[config.mk]
export PLATFORM = sky130hd
export DESIGN_NAME = baud_gen
export DESIGN_NICKNAME = d
export VERILOG_FILES = /design/src/rtl/uart_pkg.sv /design/src/rtl/tick_div.sv /design/src/rtl/baud_gen.sv
export SDC_FILE = /design/constraint.sdc
export NUM_CORES = 1
export LEC_CHECK = 0
export BUFFER_PORTS_ARGS = -buffer_cell sky130_fd_sc_hd__clkbuf_2
export CORE_MARGIN = 1.5
export CORE_UTILIZATION = 55
export DETAILED_ROUTE_END_ITERATION = 6
export PLACE_DENSITY_LB_ADDON = 0.15
export SLEW_MARGIN = 0
export SYNTH_ARGS = -nofsm -noshare
export SYNTH_HDL_FRONTEND = slang
export SYNTH_SLANG_ARGS = --single-unit
[constraint.sdc]
create_clock -name clk -period 6.1 [get_ports clk]
set_clock_uncertainty 0.1 [all_clocks]
set_input_delay 1.22 -clock clk [delete_from_list [all_inputs] [get_ports clk]]
set_output_delay 1.22 -clock clk [all_outputs]
set_load 0.01 [all_outputs]
[src/rtl/uart_pkg.sv]
// Shared UART timing definitions: baud-rate table, divisor rounding and the
// baud generator state encoding.
package uart_pkg;

  localparam int unsigned NUM_RATES          = 8;
  localparam int unsigned FRAME_BITS_DEFAULT = 10;

  typedef enum logic {
    ST_IDLE = 1'b0,
    ST_RUN  = 1'b1
  } bg_state_t;

  // Rate index 0..7 maps to the standard rates 1200..115200 bit/s.
  function automatic int unsigned baud_rate(input int unsigned sel);
    int unsigned rate;
    case (sel)
      0:       rate = 1200;
      1:       rate = 2400;
      2:       rate = 4800;
      3:       rate = 9600;
      4:       rate = 19200;
      5:       rate = 38400;
      6:       rate = 57600;
      default: rate = 115200;
    endcase
    return rate;
  endfunction

  function automatic int unsigned div_round(input int unsigned num,
                                            input int unsigned den);
    return (num + den / 2) / den;
  endfunction

endpackage

[src/rtl/tick_div.sv]
// Modulo-N counter: the modulus is loaded on 'load', 'clear' zeroes the count,
// and 'term' flags the last count of each period while enabled.
module tick_div #(
  parameter int unsigned W = 16
) (
  input  logic         clk,
  input  logic         rst_n,
  input  logic         load,
  input  logic [W-1:0] load_val,
  input  logic         clear,
  input  logic         enable,
  output logic [W-1:0] count,
  output logic         term
);

  logic [W-1:0] modulus;

  assign term = enable && (count == modulus - W'(1));

  // load has priority over clear so a restart always begins from count 0
  always_ff @(posedge clk or negedge rst_n) begin
    if (!rst_n) begin
      count   <= '0;
      modulus <= '0;
    end else if (load) begin
      modulus <= load_val;
      count   <= '0;
    end else if (clear) begin
      count <= '0;
    end else if (enable) begin
      count <= term ? '0 : count + W'(1);
    end
  end

endmodule

[src/rtl/baud_gen.sv]
// UART baud generator: mid-bit strobe, end-of-bit strobe, oversample tick and
// frame boundary pulses derived from a rate table fixed at elaboration.
module baud_gen
  import uart_pkg::*;
#(
  parameter int unsigned CLK_HZ     = 25_000_000,
  parameter int unsigned OVERSAMPLE = 16,
  parameter int unsigned FRAME_BITS = FRAME_BITS_DEFAULT,
  parameter int unsigned DIV_W      = 16
) (
  input  logic       clk,
  input  logic       rst_n,
  input  logic       bps_start,
  input  logic [2:0] baud_sel,
  output logic       clk_bps,
  output logic       bit_end,
  output logic       os_tick,
  output logic       frame_done,
  output logic       busy,
  output logic [3:0] bit_idx
);

  localparam logic [3:0] LAST_BIT = 4'(FRAME_BITS - 1);

  logic [DIV_W-1:0] div_tab [NUM_RATES];
  logic [DIV_W-1:0] os_tab  [NUM_RATES];

  if (FRAME_BITS < 1 || FRAME_BITS > 16) begin : g_bad_frame
    $error("baud_gen: FRAME_BITS must be 1..16");
  end

  for (genvar i = 0; i < NUM_RATES; i++) begin : g_rate
    localparam int unsigned DIV    = div_round(CLK_HZ, baud_rate(i));
    localparam int unsigned OS_DIV = div_round(DIV, OVERSAMPLE);

    if (64'(DIV) > ((64'd1 << DIV_W) - 64'd1)) begin : g_div_wide
      $error("baud_gen: divisor does not fit in DIV_W bits");
    end
    if (DIV < 2 * OVERSAMPLE) begin : g_div_small
      $error("baud_gen: divisor smaller than 2*OVERSAMPLE");
    end

    assign div_tab[i] = DIV_W'(DIV);
    assign os_tab[i]  = DIV_W'(OS_DIV);
  end

  bg_state_t        state;
  bg_state_t        state_nxt;
  logic             start_load;
  logic             running;
  logic [DIV_W-1:0] bit_mid;
  logic [DIV_W-1:0] bit_cnt;
  logic             bit_term;
  logic [DIV_W-1:0] os_cnt_unused;
  logic             os_term;

  assign start_load = (state == ST_IDLE) && bps_start;
  assign running    = (state == ST_RUN) && bps_start;
  assign busy       = (state == ST_RUN);

  always_ff @(posedge clk or negedge rst_n) begin
    if (!rst_n) begin
      state <= ST_IDLE;
    end else begin
      state <= state_nxt;
    end
  end

  always_comb begin
    state_nxt = state;
    case (state)
      ST_IDLE: if (bps_start)  state_nxt = ST_RUN;
      ST_RUN:  if (!bps_start) state_nxt = ST_IDLE;
      default: state_nxt = ST_IDLE;
    endcase
  end

  // The mid-bit compare point is captured with the divisor so baud_sel is
  // free to change while a frame is in progress.
  always_ff @(posedge clk or negedge rst_n) begin
    if (!rst_n) begin
      bit_mid <= '0;
    end else if (start_load) begin
      bit_mid <= div_tab[baud_sel] >> 1;
    end
  end

  tick_div #(.W(DIV_W)) u_bit_cnt (
    .clk      (clk),
    .rst_n    (rst_n),
    .load     (start_load),
    .load_val (div_tab[baud_sel]),
    .clear    (!bps_start),
    .enable   (running),
    .count    (bit_cnt),
    .term     (bit_term)
  );

  tick_div #(.W(DIV_W)) u_os_cnt (
    .clk      (clk),
    .rst_n    (rst_n),
    .load     (start_load),
    .load_val (os_tab[baud_sel]),
    .clear    (!bps_start || bit_term),
    .enable   (running),
    .count    (os_cnt_unused),
    .term     (os_term)
  );

  always_ff @(posedge clk or negedge rst_n) begin
    if (!rst_n) begin
      bit_idx <= '0;
    end else if (!running) begin
      bit_idx <= '0;
    end else if (bit_term) begin
      bit_idx <= (bit_idx == LAST_BIT) ? 4'd0 : bit_idx + 4'd1;
    end
  end

  // All strobes are registered, so each lands one cycle after its compare hit.
  always_ff @(posedge clk or negedge rst_n) begin
    if (!rst_n) begin
      clk_bps    <= 1'b0;
      bit_end    <= 1'b0;
      os_tick    <= 1'b0;
      frame_done <= 1'b0;
    end else begin
      clk_bps    <= running && (bit_cnt == bit_mid);
      bit_end    <= bit_term;
      os_tick    <= os_term;
      frame_done <= bit_term && (bit_idx == LAST_BIT);
    end
  end

endmodule

-- Yosys cells after proc, flatten, opt, wreduce, memory -nomap -nowiden
Memories as Yosys holds them, arrays and structs flattened. A register that Yosys moved wholly into a read port is not among the register bits.
Cells that the tools add are included.
- register bits after elaboration: 72
- ROM bits: 256
- output and inout port bits: 9
- memories: 2
- $add $sub $neg: 5
- order comparisons: 1
- equality and inequality tests: 6
- muxes and demuxes: 14
- bitwise logic cells: 2
- reduce and logical (&&, ||, !) cells: 10
- memories (memory ; depth ; bits a word ; read ports ; clocked after memory_dff ; write ports ; RTL line ; RTL):
    (name not given) ; 8 ; 16 ; 1 ; 1 ; 0 ; baud_gen.sv:103 ; .load_val (os_tab[baud_sel]),
    (name not given) ; 8 ; 16 ; 1 ; 0 ; 0 ; baud_gen.sv:92 ; .load_val (div_tab[baud_sel]),
- operators by type and width (kind ; count):
    $mux 16 ; 10
    $add 16x1->16 const B ; 2
    $eq 16x16->1 ; 2
    $sub 16x1->16 const B ; 2
    $eq 16x15->1 ; 1
    $mux 4 ; 3
    $logic_and 1x1->1 ; 6
    $add 4x1->4 const B ; 1
    $eq 4x4->1 const B ; 1
    $ge 4x4->1 const B ; 1
    $not 3->4 ; 1
    $ne 3x1->1 const B ; 1
    $reduce_bool 3->1 ; 1
    $logic_not 1->1 ; 2
    $ne 2x1->1 const B ; 1
    $logic_or 1x1->1 ; 1
    $mux 1 ; 1
    $not 1->1 ; 1

-- Longest topological paths before layout
Gate-level depths: netlist of run 1.
- depth in word-level cells: 7
- gate-level depth with buffers: 11
- depth with buffers taken out: 9

-- Cells and area by module
Synthesis of run 1 repeated with hierarchy kept, for this count alone.
- cell total of the unflattened synthesis: 551
- area, all modules: 5474.0 µm²
- by module, submodules not included (module ; instances ; cells an instance ; area each (µm²) ; seq. area each (µm²)):
    tick_div (u_os_cnt) ; 1 ; 220 ; 2069.5 ; 800.8
    tick_div (u_bit_cnt) ; 1 ; 200 ; 2024.4 ; 800.8
    baud_gen ; 1 ; 131 ; 1380.1 ; 575.6

-- Least setup slack after synthesis of run 1
Ideal clock, no wire load.
- path kind: input port to flip-flop
- start point: in bps_start
- end point: reg u_os_cnt.count[10]
- setup time: 0.119 ns
- arrival time: 2.861 ns
- slack: 3.020 ns
- cell stages on the path: 9
- buffers on the path: 2
- cells stage by stage: nand2_1 -> nor2_1 -> o211ai_1 -> or4_1 -> a2111oi_1 -> or3_1 -> buf_4 -> buf_8 -> nor2_2
- word-level cells in the longest chain between the ends: 6
- RTL lines (what ; RTL line ; RTL):
    start: declaration ; baud_gen.sv:13 ; input logic bps_start,
    $logic_and 1x1->1 ; baud_gen.sv:58 ; assign running = (state == ST_RUN) && bps_start;
    $logic_and 1x1->1 ; tick_div.sv:18 ; assign term = enable && (count == modulus - W'(1));
    net os_term ; baud_gen.sv:55 ; logic os_term;
    $mux 16 ; tick_div.sv:31 ; count <= term ? '0 : count + W'(1);
    $mux 16 ; tick_div.sv:30 ; end else if (enable) begin
    $mux 16 ; tick_div.sv:28 ; end else if (clear) begin
    $mux 16 ; tick_div.sv:25 ; end else if (load) begin
    end signal: assignment ; tick_div.sv:31 ;
    end: declaration ; tick_div.sv:12 ; output logic [W-1:0] count,
The timed path passes the listed nets, and every way through them passes these cells. The select of a mux whose other input is x is not followed.
A chain may end at the register's enable or synchronous reset.

-- Worst setup path in the final report of run 1
- start point: reg u_bit_cnt.modulus[1]
- end point: reg u_os_cnt.count[15]
- word-level cells in the longest chain between the ends: 6
- RTL lines (what ; RTL line ; RTL):
    start: declaration ; tick_div.sv:16 ; logic [W-1:0] modulus;
    $sub 16x1->16 (*) ; tick_div.sv:18 ;
    $eq 16x16->1 (*) ; tick_div.sv:18 ;
    $logic_and 1x1->1 (*) ; tick_div.sv:18 ;
    $logic_or 1x1->1 (*) ; baud_gen.sv:104 ; .clear (!bps_start || bit_term),
    $mux 16 ; tick_div.sv:28 ;
    $mux 16 ; tick_div.sv:25 ;
Every way passes the cells marked *; elsewhere a longest branch is shown, timed or not.

==> impl_metrics.ini, run 1 <==
[clock_network]
cts_buffers = 9
cts-root-buf = clkbuf_8
clk_latency_ps = 350
tritoncts = yes
clock_path_buffers = 2
clock_sinks = 59
htree_num_levels = 3
cts_repair_resize_count = 0
cts_setup_buffers = 0
ctsHoldBuffers = 0
path_clk_slew_ps = 70

[global_routing]
grt_use_total_pct = 23.1
first_global_vias = 2905
grt_max_degree = 60
antenna_found_initial = 0
grt-ovfl-total = 0
grt_pass1_wl_mm = 13.5

[timing]
hold_violations = 0
fmax_ghz = 0.273
fin_hold_ws_ps = 447
fin_ws_ps = 2440
finalSetupTns_ps = 0
setup_violations = 0
tightest_slew_ps = 730
fin_crit_sh_pct = 59.9
rsz0062_at_grt = false
slew_headroom_pct = 51.4
finalMaxSlewViolations = 0
min_period_ps = 3660

[die]
die_w_um = 86.6
start_util_pct = 56.9
fp.coreArea_um2 = 6760
fp-row-count = 30
io_pins = 15
dieArea_um2 = 7500
die_h_um = 86.6

[setup_path]
cp_slowest_cell = or3_1
path_common_cell = or3_1
path_delay_family = simple AND/OR/NAND/NOR gates
worstSetupPathType = flop to flop
critPathArrivalTime_ps = 3760
worst_setup_path_end_kind = flop
cp.required_ps = 6200
path_max_fanout = 16
path_cells = inv_1 > ha_1 > or3_1 > a31o_2 > or4_1 > a2111oi_2 > or3_1 > nor2_1
cpPeakStageDelay_ps = 670
start_kind = flop
regToRegSetupSlack_ps = 2440
crit_buf_inv = 1

[run]
cap_viol_max_count = 0

[cells_and_area]
n_fill_cell = 605
postLayoutCellArea_um2 = 4080
fin_cells = 522
nets = 455
num_antenna_cells = 0
final_layout_size_suffix_gt1_share_pct = 10.6
final_common_cell = dfrtp_1
utilization_pct = 60.4
final_cell_mix = dfrtp_1, nor2_1, xnor2_1, nand2_1, xor2_1
synthToLayoutAreaGrowth_pct = 6.25

[drt]
topRoutingLayerUsed = met4
drc_errors = 0
wl_mm = 8.00
viasPerCell = 5.81
wl_met1_mm = 3.93
drt_pass1_iterations = 4
wl_met3_um = 319
postRouteAntennaNets = 0
met2_length_mm = 3.58
drtIter0Drc = 226
vias = 3033
wl_per_cell_um = 15.3

[run_status]
outcome = complete, no violations

[power]
p_leak_nw = 1.75
ir_worst_vdd_mv = 0.156
power_uw = 953
cellPowerDensity_nw_per_um2 = 233

[synthesis]
synth_seq_area_share_pct = 38.4
yosysWarnings = 0
ys.flop_type = dfrtp_1
synthDistinctLibCells = 55
syn_area_per_cell_um2 = 8.78
synth_seq_cells = 59
syn_inst = 438
async_flop_share_pct = 100
synth-edff-count = 0
synth_nets = 456
netlist_area_um2 = 3840

[hold_path]
hold_class = flop to flop

[placement]
pre_cts_ws_ps = 2290
port_buffers = 14
gp_congestion = 0.864
hpwl_mm = 5.71
place_area_um2 = 3890
dp.cells = 506
-- worst paths after layout --
path | cells after the start | start | to
max | 8 | u_bit_cnt.modulus[1] | u_os_cnt.count[15]
max in group asynchronous | 2 | rst_n | u_os_cnt.count[15]
max reg2reg | 8 | u_bit_cnt.modulus[1] | u_os_cnt.count[15]
min in group asynchronous | 2 | rst_n | clk_bps
min | 1 | u_os_cnt.count[0] | u_os_cnt.count[0]
min reg2reg | 1 | u_os_cnt.count[0] | u_os_cnt.count[0]
-- registers in the layout, summed over array words and instances, names as in the netlist --
signal / flops
clk_bps: 1
bit_mid: 1
bit_end: 1
u_bit_cnt.modulus: 7
os_tick: 1
u_os_cnt.count: 16
frame_done: 1
u_bit_cnt.count: 16
u_os_cnt.modulus: 10
bit_idx: 4
busy: 1
-- cell usage after synthesis (2+ instances only) --
library cell / number / area share, %
a21boi_0: 2 / 0.39
a21oi_1: 12 / 1.6
a31oi_1: 5 / 0.81
and2_1: 4 / 0.65
and3_1: 12 / 2.0
buf_1: 2 / 0.20
buf_2: 5 / 0.65
clkbuf_1: 16 / 1.6
dfrtp_1: 59 / 38
ha_1: 12 / 3.9
inv_1: 15 / 1.5
mux2i_1: 5 / 1.3
nand2_1: 35 / 3.4
nand3_1: 19 / 2.5
nand3b_1: 4 / 0.78
nand4_1: 11 / 1.8
nand4b_1: 2 / 0.46
nor2_1: 50 / 4.9
nor2_2: 10 / 1.6
nor2b_1: 8 / 1.3
nor3_1: 6 / 0.78
nor3b_1: 2 / 0.39
nor4_1: 8 / 1.3
o211ai_1: 3 / 0.59
o21ai_0: 18 / 2.3
o22ai_1: 3 / 0.49
o31ai_1: 3 / 0.59
or2_2: 3 / 0.49
or3_1: 7 / 1.1
or4_1: 4 / 0.78
xnor2_1: 35 / 8.0
xor2_1: 35 / 8.0
-- power by group --
| part | internal, mW | switching, mW | leakage [nW] |
|---|---|---|---|
| registers | 0.407 | 0.0404 | 0.793 |
| logic | 0.0653 | 0.0874 | 0.857 |
| clock network | 0.197 | 0.156 | 0.0991 |
| total | 0.670 | 0.283 | 1.75 |
-- worst register-to-register path, delay by kind of cell (launching register included) --
family | cells | cell delay (ps)
AOI/OAI and AO/OA | 2 | 890
and+or+nand+nor | 4 | 1730
buffers and inverters | 1 | 80
adders and majority gates | 1 | 250
DFF | 1 | 470
-- cell families after synthesis --
kind of cell | after synthesis | share of synthesized area, %
buf+inv | 42 | 4.88
mux | 5 | 1.30
fa+ha+maj | 13 | 4.17
xor+xnor | 70 | 16.0
compound gates | 58 | 9.67
simple gates | 191 | 25.6
flops | 59 | 38.4
-- layer usage --
| layer | track usage [%] | vias up |
|---|---|---|
| met2 | 35.9 | 71 |
| met3 | 3.71 | 15 |
| li1 | - | 1496 |
| met4 | 10.6 | 0 |
| met5 | 0 | - |
| met1 | 31.6 | 1451 |
-- layout make-up --
| cell class | instances | area, um^2 | share of cell area [%] |
|---|---|---|---|
| clock buffers | 11 | 141 | 3.46 |
| inverters | 15 | 56.3 | 1.38 |
| clock inverters | 5 | 52.6 | 1.29 |
| well taps | 80 | 100 | 2.45 |
| flip-flops and latches | 59 | 1480 | 36.2 |
| repair buffers | 15 | 77.6 | 1.90 |
| multi-input cells | 337 | 2180 | 53.4 |
(Power assumes the default switching activity.)
==> run 2, diff against run 1 <==
Clock period 6.1 ns to 3.55 ns, I/O delays scaled along.
==> impl_metrics.ini, run 2 (synthesis results as in run 1) <==
[drt]
vias = 3056
postRouteAntennaNets = 0
drc_errors = 0
viasPerCell = 5.81
wl_mm = 8.10
drt_pass1_iterations = 4
drtIter0Drc = 210
wl_per_cell_um = 15.4

[cells_and_area]
synthToLayoutAreaGrowth_pct = 7.29
num_antenna_cells = 0
nets = 459
final_cell_mix = dfrtp_1, nor2_1, xnor2_1, nand2_1, xor2_1
utilization_pct = 61.0
n_fill_cell = 596
largestRegisters = u_bit_cnt.count (16), u_os_cnt.count (16), u_os_cnt.modulus (10)
final_layout_size_suffix_gt1_share_pct = 11.4
final_common_cell = dfrtp_1

[clock_network]
ctsHoldBuffers = 0
clk_latency_ps = 350
cts_buffers = 9
path_clk_slew_ps = 70
htree_num_levels = 3
cts_setup_buffers = 0
clock_sinks = 59
tritoncts = yes
cts_repair_resize_count = 0
clock_path_buffers = 2
cts-root-buf = clkbuf_8

[global_routing]
busiest_layer = met2
antenna_found_initial = 0
grt-ovfl-total = 0
grt_pass1_wl_mm = 14.0
grt_use_total_pct = 23.9
first_global_vias = 2973
use_met3_pct = 4.76
grt_util_met1_pct = 33.6
met2_usage_pct = 36.6
grt_max_degree = 35

[timing]
finalSetupTns_ps = 0
min_period_ps = 3170
fmax_ghz = 0.315
hold_violations = 0
fin_crit_sh_pct = 89.4
slew_headroom_pct = 51.5
finalMaxSlewViolations = 0
setup_violations = 0
tightest_slew_ps = 727
fin_ws_ps = 378
rsz0062_at_grt = false

[setup_path]
cp_slowest_cell = or4_1
r2r_cells = 8
worst_setup_path_end_kind = flop
start_kind = flop
path_common_cell = or3_1
worstSetupPathType = flop to flop
cpPeakStageDelay_ps = 530
path_cells = or3_1 > a2111oi_0 > o2111ai_1 > or4_1 > a2111oi_2 > or3_1 > buf_4 > nor2_1
path_max_fanout = 16
critPathArrivalTime_ps = 3300
cp.required_ps = 3680

[die]
start_util_pct = 56.9
dieArea_um2 = 7500
fp.coreArea_um2 = 6760
fp-row-count = 30
die_h_um = 86.6
die_w_um = 86.6
io_pins = 15

[power]
ir_worst_vdd_mv = 0.266
p_sw_share_pct = 29.4
combinationalPowerShare_pct = 16.8
cellPowerDensity_nw_per_um2 = 405
pwr-share-clk_pct = 37.7
p_sw_uw = 492
power_frac_seq_pct = 45.5
cellInternalPower_mw = 1.18
p_leak_nw = 1.78

[run]
cap_viol_max_count = 0

[placement]
gp_congestion = 0.937
port_buffers = 14
hpwl_mm = 5.97
pre_cts_ws_ps = 391

[hold_path]
hold_class = input port to asynchronous set/reset pin

[run_status]
outcome = complete, no violations
run 2: cell types whose count changed in the layout (fill, tap and decap cells not counted), sizes merged:
cell and change:
clkinvlp -1, buf +4, clkbuf +1
run 2: path summary, 6_finish.rpt:
| kind | startpoint | end | slack, ps |
|---|---|---|---|
| hold reg to reg | u_os_cnt.count[0] | u_os_cnt.count[0] | 450 |
| hold / removal | rst_n | bit_idx[1] | 280 |
| max in group asynchronous | rst_n | u_os_cnt.modulus[8] | 2190 |
| setup reg to reg | u_bit_cnt.modulus[2] | u_os_cnt.count[5] | 380 |
| setup / recovery | u_bit_cnt.modulus[2] | u_os_cnt.count[5] | 380 |
| min in group clk | bps_start | busy | 450 |
run 2: cell type report:
| class | count | area, um^2 | area share [%] |
|---|---|---|---|
| well taps | 80 | 100 | 2.43 |
| clock buffers | 12 | 155 | 3.76 |
| inverters | 15 | 56.3 | 1.37 |
| multi-input cells | 337 | 2180 | 52.9 |
| flip-flops and latches | 59 | 1480 | 35.8 |
| clock inverters | 4 | 48.8 | 1.18 |
| repair buffers | 19 | 108 | 2.61 |
run 2: metal layers:
| layer | wire length, um | vias up |
|---|---|---|
| li1 | - | 1510 |
| met1 | 3940 | 1460 |
| met2 | 3690 | 73 |
| met3 | 351 | 13 |
| met4 | 123 | 0 |
| met5 | 0 | - |
run 2: critical path, delay by kind of cell (launching register included):
| kind | cells | cell delay (ps) |
|---|---|---|
| buffers and inverters | 1 | 240 |
| and+or+nand+nor | 4 | 1180 |
| DFF | 1 | 490 |
| AOI/OAI and AO/OA | 3 | 1050 |
run 2: stage by stage:
stage | hold slack [ps] | instances | instance area, um^2 | power [mW]
after floorplan | 314 | 438 | 3840 | 0.975
after global placement | 441 | 510 | 3920 | 1.04
after detailed placement | 437 | 510 | 3920 | 1.05
after CTS | 294 | 526 | 4120 | 1.68
after global routing | 321 | 526 | 4120 | 1.75
final | 280 | 526 | 4120 | 1.67
run 2: power by group through the flow:
stage	Sequential (mW)	Combinational, mW	Clock (mW)
after floorplan	0.729	0.245	0
after global placement	0.771	0.274	0
after detailed placement	0.773	0.277	0
after CTS	0.760	0.279	0.644
after global routing	0.766	0.314	0.671
final	0.761	0.281	0.630
